$ cat config.mk
export PLATFORM = sky130hd
export DESIGN_NAME = c64_bus_arbiter
export DESIGN_NICKNAME = d
export VERILOG_FILES = /design/src/rtl/c64_bus_arbiter.sv
export SDC_FILE = /design/constraint.sdc
export NUM_CORES = 1
export LEC_CHECK = 0
export ABC_AREA = 1
export CAP_MARGIN = 20
export CORE_ASPECT_RATIO = 0.8
export CORE_MARGIN = 2
export CORE_UTILIZATION = 40
export CTS_BUF_LIST = sky130_fd_sc_hd__clkbuf_16
export CTS_CLUSTER_SIZE = 14
export DETAILED_ROUTE_END_ITERATION = 8
export GPL_ROUTABILITY_DRIVEN = 0
export PLACE_DENSITY = 0.85
export SETUP_SLACK_MARGIN = 0.3
export SYNTH_ARGS = -nofsm -noshare
export SYNTH_HDL_FRONTEND = slang
export SYNTH_SLANG_ARGS = --single-unit
$ cat constraint.sdc
create_clock -name clk -period 3.7 [get_ports clk]
set_clock_uncertainty 0.15 [all_clocks]
set_input_delay 0.555 -clock clk [delete_from_list [all_inputs] [get_ports clk]]
set_output_delay 0.555 -clock clk [all_outputs]
set_load 0.05 [all_outputs]
$ cat src/rtl/c64_bus_arbiter.sv
// Two-phase C64 memory bus arbiter: phase 0 serves the VIC, phase 1 the CPU,
// with a BA warning period before the VIC takes both phases for DMA.
//
// state      | meaning
// -----------+-------------------------------------------------------------
// ST_SHARE   | normal interleave; VIC on phase 0, CPU on phase 1
// ST_WARN    | BA low; CPU writes still complete, CPU reads stall
// ST_STEAL   | VIC owns both phases; CPU stalled
// ST_RELEASE | one forced shared cycle after MAX_STEAL consecutive steals
module c64_bus_arbiter #(
    parameter int MAX_STEAL   = 43,
    parameter int WARN_CYCLES = 3
) (
    input  logic        clk,
    input  logic        reset,
    input  logic [15:0] cpu_ab,
    input  logic [7:0]  cpu_do,
    input  logic        cpu_we,
    output logic [7:0]  cpu_di,
    output logic        cpu_ce,
    output logic        cpu_rdy,
    input  logic [15:0] vic_ab,
    input  logic        vic_req,
    output logic [7:0]  vic_di,
    output logic [15:0] mem_ab,
    output logic [7:0]  mem_do,
    output logic        mem_we,
    input  logic [7:0]  mem_di,
    output logic        phase,
    output logic        ba,
    output logic        aec
);

    typedef enum logic [1:0] {
        ST_SHARE,
        ST_WARN,
        ST_STEAL,
        ST_RELEASE
    } state_t;

    localparam logic [1:0] WARN_LAST  = 2'(WARN_CYCLES - 1);
    localparam logic [5:0] STEAL_LAST = 6'(MAX_STEAL - 1);

    state_t      state_q, state_d;
    logic        phase_q;
    logic [1:0]  warn_cnt_q, warn_cnt_d;
    logic [5:0]  steal_cnt_q, steal_cnt_d;
    logic [7:0]  cpu_di_q, vic_di_q;
    logic        vic_owns;

    // Transitions are only evaluated on the edge that closes phase 1.
    always_comb begin
        state_d     = state_q;
        warn_cnt_d  = warn_cnt_q;
        steal_cnt_d = steal_cnt_q;
        if (phase_q) begin
            case (state_q)
                ST_SHARE: begin
                    if (vic_req) begin
                        state_d    = ST_WARN;
                        warn_cnt_d = '0;
                    end
                end
                ST_WARN: begin
                    if (!vic_req) begin
                        state_d = ST_SHARE;
                    end else if (warn_cnt_q >= WARN_LAST) begin
                        state_d     = ST_STEAL;
                        steal_cnt_d = '0;
                    end else begin
                        warn_cnt_d = warn_cnt_q + 2'd1;
                    end
                end
                ST_STEAL: begin
                    if (!vic_req) begin
                        state_d = ST_SHARE;
                    end else if (steal_cnt_q >= STEAL_LAST) begin
                        state_d = ST_RELEASE;
                    end else begin
                        steal_cnt_d = steal_cnt_q + 6'd1;
                    end
                end
                ST_RELEASE: begin
                    if (vic_req) begin
                        state_d    = ST_WARN;
                        warn_cnt_d = '0;
                    end else begin
                        state_d = ST_SHARE;
                    end
                end
                default: state_d = ST_SHARE;
            endcase
        end
    end

    always_comb begin
        ba      = 1'b1;
        aec     = 1'b1;
        cpu_rdy = 1'b1;
        case (state_q)
            ST_WARN: begin
                ba      = 1'b0;
                cpu_rdy = cpu_we;
            end
            ST_STEAL: begin
                ba      = 1'b0;
                aec     = 1'b0;
                cpu_rdy = 1'b0;
            end
            default: ;
        endcase
    end

    assign vic_owns = !phase_q || !aec;
    assign mem_ab   = vic_owns ? vic_ab : cpu_ab;
    assign mem_do   = cpu_do;
    assign mem_we   = cpu_we & cpu_rdy & phase_q & aec;
    assign cpu_ce   = phase_q & cpu_rdy;
    assign phase    = phase_q;
    assign cpu_di   = cpu_di_q;
    assign vic_di   = vic_di_q;

    always_ff @(posedge clk) begin
        if (reset) begin
            phase_q     <= 1'b0;
            state_q     <= ST_SHARE;
            warn_cnt_q  <= '0;
            steal_cnt_q <= '0;
            cpu_di_q    <= '0;
            vic_di_q    <= '0;
        end else begin
            phase_q     <= ~phase_q;
            state_q     <= state_d;
            warn_cnt_q  <= warn_cnt_d;
            steal_cnt_q <= steal_cnt_d;
            // A stalled read leaves cpu_di untouched so the core sees stable data.
            if (phase_q && aec && cpu_rdy && !cpu_we) begin
                cpu_di_q <= mem_di;
            end
            if (vic_owns) begin
                vic_di_q <= mem_di;
            end
        end
    end

endmodule

After elaboration in Yosys (flattened, before gate mapping)
Cells that the tools add are included.

Flip-flop bits (word level): 27. Output and inout port bits: 46. Logic and storage cells: 61.

Equality and inequality tests: 12. Magnitude comparators: 2. Add/sub/neg operators: 2. Bitwise gates (word level): 5. Multiplexer cells: 20. Reduce and logical (&&, ||, !) cells: 14.

Operators with widths (count): 2-to-1 mux 6 bit (4); 2-to-1 mux 16 bit (1); 2-to-1 mux 2 bit (8); != test 2 bit (second input constant) (6); one-hot mux 6 bit (2 select lines) (1); one-hot mux 2 bit (4 select lines) (1); adder 6 x 1 -> 6 bit (second input constant) (1); greater-or-equal comparator 6 bit (second input constant) (1); != test 3 bit (second input constant) (2); AND reduction 6 bit (1); AND reduction 5 bit (1); AND 1 bit (4); equality test 2 bit (second input constant) (2); one-hot mux 2 bit (2 select lines) (1); AND reduction 4 bit (1); nonzero test 2 bit (2); OR reduction 2 bit (2); logical AND 1 bit (3); 2-to-1 mux 1 bit (3); adder 2 x 1 -> 2 bit (second input constant) (1); equality test 2 x 1 -> 1 bit (second input constant) (1); greater-or-equal comparator 2 bit (second input constant) (1); logical NOT 1 bit (2); logical NOT 2 bit (1); 4 further kinds (4).

Depth between registers and ports, before layout
Word-level depth: 5. Gate-level depth with buffers: 12. Gate-level depth less buffers: 12.

Worst setup path after synthesis
Ideal clock, no wire load.

Path kind: register to output. Start point: reg phase_q (netlist: phase). End point: out mem_we. Arrival: 1944 ps. Setup slack: 1051 ps. Path buffers: 1. Cell stages (with the launch flop): 6. Cell sequence: dfxtp_1 > inv_2 > nor2_8 > inv_2 > buf_2 > nor2_1.

Cells in the longest elaborated chain, start to end: 2.

Ends and longest elaborated chain: start: declaration (RTL line 45) `logic phase_q;`; start signal: assignment (RTL line 132) `phase_q <= ~phase_q;`; AND 1 bit (2 in a row) (RTL line 117) `assign mem_we = cpu_we & cpu_rdy & phase_q & aec;`; end: declaration (RTL line 27) `output logic mem_we,`.

No other way between the ends.

Worst setup path after layout
Start point: reg state_q[0]. End point: out mem_ab[14].

Cells in the longest elaborated chain, start to end: 3.

Ends and longest elaborated chain: start: declaration (RTL line 44) `state_t state_q, state_d;`; start signal: assignment (RTL line 133) `state_q <= state_d;`; equality test 2 bit (RTL line 100) `case (state_q)`; logical OR 1 bit (RTL line 114) `assign vic_owns = !phase_q || !aec;`; 2-to-1 mux 16 bit (RTL line 115) `assign mem_ab = vic_owns ? vic_ab : cpu_ab;`; end: declaration (RTL line 25) `output logic [15:0] mem_ab,`.

No other way between the ends.

==> results.md <==
- Switch Pwr: 0.000380 W
- Vias per inst: 4.57
- # hold bufs at CTS: 0
- Non-Filler Cell Area, Final: 2500 um2
- Synthesized area per cell: approximately 6.5 um2
- Sw frac: 38.5%
- GRT overflow: 0
- Synth Cell Area: between 1500 and 2000 um2
- Total wire length: about 4 mm
- TritonCTS buffer count: 3
- Share of layout cells above drive strength 1: 8.39%
- Pin count of the biggest net entering global routing: 27
- Pwr Density: about 400 nW/um2
- Die Area: roughly 4600 um2
- Min cycle time layout: 3.20 ns
- Worst Path Buf+Inv: 3
- Flop pwr share: 33.2%
- Seq/Total Area, Yosys: 33.1%
- IO Pins: 98
- Yosys cell types: 23
- Sink Count: 27
- P_leak: 1.08 nW
- Hold Path Class: reg -> reg
- Worst Hold Slack: 0.334 ns
- Clock share of power: 25.8%
- Tightest Pin Transition: around 0.62 ns
- DR top layer: met4
- Startpoint class of the critical path: flip-flop
- Final setup violation count: 0
- Root buf cell: clkbuf_16
- Met1 Wirelength: 1.82 mm
- Die X: 75.4 um
- Total track usage: 17.3%
- Mapped Cells: 252
- Area of the multi-input gates: 918 um2
- Count of final max-slew check failures: 0
- Cell Count, Final, Fillers Out: 377
- Crit share post-route: 86.4%
- Slowest CP cell: clkdlybuf4s50_1
- Nets: 382
- Placed cell count: approximately 370
- Final hold vios: 0
- Synth Register Bits: 27
- Crit-path max cell delay: 0.79 ns
- H-tree levels: 1
- CP max FO: 26
- Outcome: finished, final reports clean
- CP required: 2.99 ns
- Pre-Repair DR Iteration Count: 4
- CTS tree: yes
- Pint: 0.000608 W
- Met3 wire len: 279 um
- Max-cap violations: 0
- Die H: 61.1 um
- Logic pwr share: approximately two fifths
- Layout area overhead: 53.2%
- Average wire per cell in the routed design: around 11 um
- Post-Place Cell Area: approximately 2400 um2
- Fillers: between 300 and 400
- Crit Path Category: reg -> out
- Data arrival, critical path: 2.49 ns
- Critical path's most frequent cell: nand2_1
- DRT antenna net count: 0
- Num rows: 20
- CP endpoint kind: output port
- Initial Util: a little over two fifths
- VDD IR max: 0.257 mV
- Area of the core: between 3000 and 4000 um2
- Via Count: 1722
- Cell family with most CP delay: buffers and inverters
- RSZ-0062 raised after global routing: no
- Worst skew pair latency: 0.26 ns
- Starting DRT DRC Count: 87
- # DRC: 0
- Vias in the first global route: 1508
- Global-route wire length before repair: approximately 6.3 mm
- Max Fclk: 313 MHz
- Post-detail-place hpwl: 3.17 mm
- Initial antenna violation count: 0
- FF+latch area: 541 um2
- # diodes: 0
- Slew margin rel.: 58.9%
- CP Cell Sequence: inv_1 -> ha_2 -> nor2_8 -> inv_2 -> nand2_1 -> nand2_1 -> clkdlybuf4s50_1
- Post-Syn Nets: 311
- Clock tree buffer depth: 2
- Metal2 WL: 1.98 mm
- TNS Setup: 0 ns
- # port buffers: 81
- Reg clk slew, reported paths: approximately 0.070 ns
- Synthesis Warnings: 0
cell type report:
class                   instances  share of cell area, %
clock buffers                   3                   3.00
clock inverters                 1                  0.300
inverters                      21                   3.20
multi-input cells             189                   36.7
flip-flops and latches         27                   21.6
well taps                      55                   2.75
repair buffers                 81                   32.4
cell usage after synthesis (all sizes together):
| cell type | number | area (um2) |
|---|---|---|
| clkbuf | 2 | 7.51 |
| or2 | 3 | 18.8 |
| nor2 | 58 | 246 |
| inv | 20 | 75.1 |
| o31ai | 1 | 12.5 |
| clkinv | 1 | 5.00 |
| a21oi | 5 | 25.0 |
| nor3 | 3 | 37.5 |
| nand4 | 2 | 12.5 |
| nand3 | 12 | 77.6 |
| o21ai | 18 | 90.1 |
| ha | 7 | 87.6 |
| dfxtp | 27 | 541 |
| nand2 | 80 | 308 |
| buf | 13 | 87.6 |
power by group through the flow:
stage	sequential [W]	clock (W)	combinational, W
final	0.000328	0.000255	0.000405
after global routing	0.000331	0.000268	0.000434
after CTS	0.000328	0.000257	0.000407
after detailed placement	0.000335	0	0.000406
after global placement	0.000334	0	0.000402
after floorplan	0.000386	0	0.000232
layout by cell type, fill, tap and decap left out, drive strengths merged:
master,synthesis,final
a21oi,5,5
clkdlybuf4s50,0,80
ha,7,7
clkinv,1,1
nor3,3,3
clkinvlp,0,1
nor2,58,58
dfxtp,27,27
o31ai,1,1
nand2,80,80
clkbuf,2,3
nand4,2,2
dlygate4sd2,0,1
o21ai,18,18
or2,3,3
inv,20,20
nand3,12,12
routing by layer:
metal	vias up	GRT usage (%)
met5	-	0
met4	0	3.76
met3	5	5.24
met2	53	29.3
met1	754	22.0
li1	910	-
metrics by stage:
stage	util [%]	power [W]	setup WS, ns
floorplan	-	0.000617	1.05
global placement	62.7	0.000735	0.650
detailed placement	62.7	0.000741	0.556
CTS	64.8	0.000993	0.335
global route	64.9	0.00103	0.322
finish	64.9	0.000988	0.503
worst min-delay path, stage by stage (launching register included):
cell and delay [ns]:
dfxtp_1 0.32, nor2_1 0.04, nor2_1 0.08
sequential cells by signal (all words and copies together), names as in the netlist:
name and count:
cpu_di 8, phase 1, state_q 2, steal_cnt_q 6, vic_di 8, warn_cnt_q 2
timing repair:
action / in CTS / in global routing
hold endpoints to repair: 0 / 0
resized for setup: 1 / 1
endpoints found under the setup margin: 1 / 16
buffers inserted: 0 / 0
final timing paths:
kind | cells after the start | slack, ns | to | start
setup reg to reg | 9 | 1.88 | steal_cnt_q[5] | state_q[0]
hold / removal | 2 | 0.33 | vic_di[1] | vic_di[1]
setup / recovery | 7 | 0.50 | mem_ab[14] | state_q[0]
hold reg to reg | 2 | 0.33 | vic_di[1] | vic_di[1]
cell families (layout without fill, tap and decap cells):
| group | Yosys count | count (layout) | share of synthesized area [%] |
|---|---|---|---|
| and+or+nand+nor | 158 | 158 | 42.9 |
| buffers and inverters | 36 | 106 | 10.7 |
| adders and majority gates | 7 | 7 | 5.37 |
| DFF | 27 | 27 | 33.1 |
| AOI/OAI and AO/OA | 24 | 24 | 7.82 |
(Power assumes the default switching activity.)
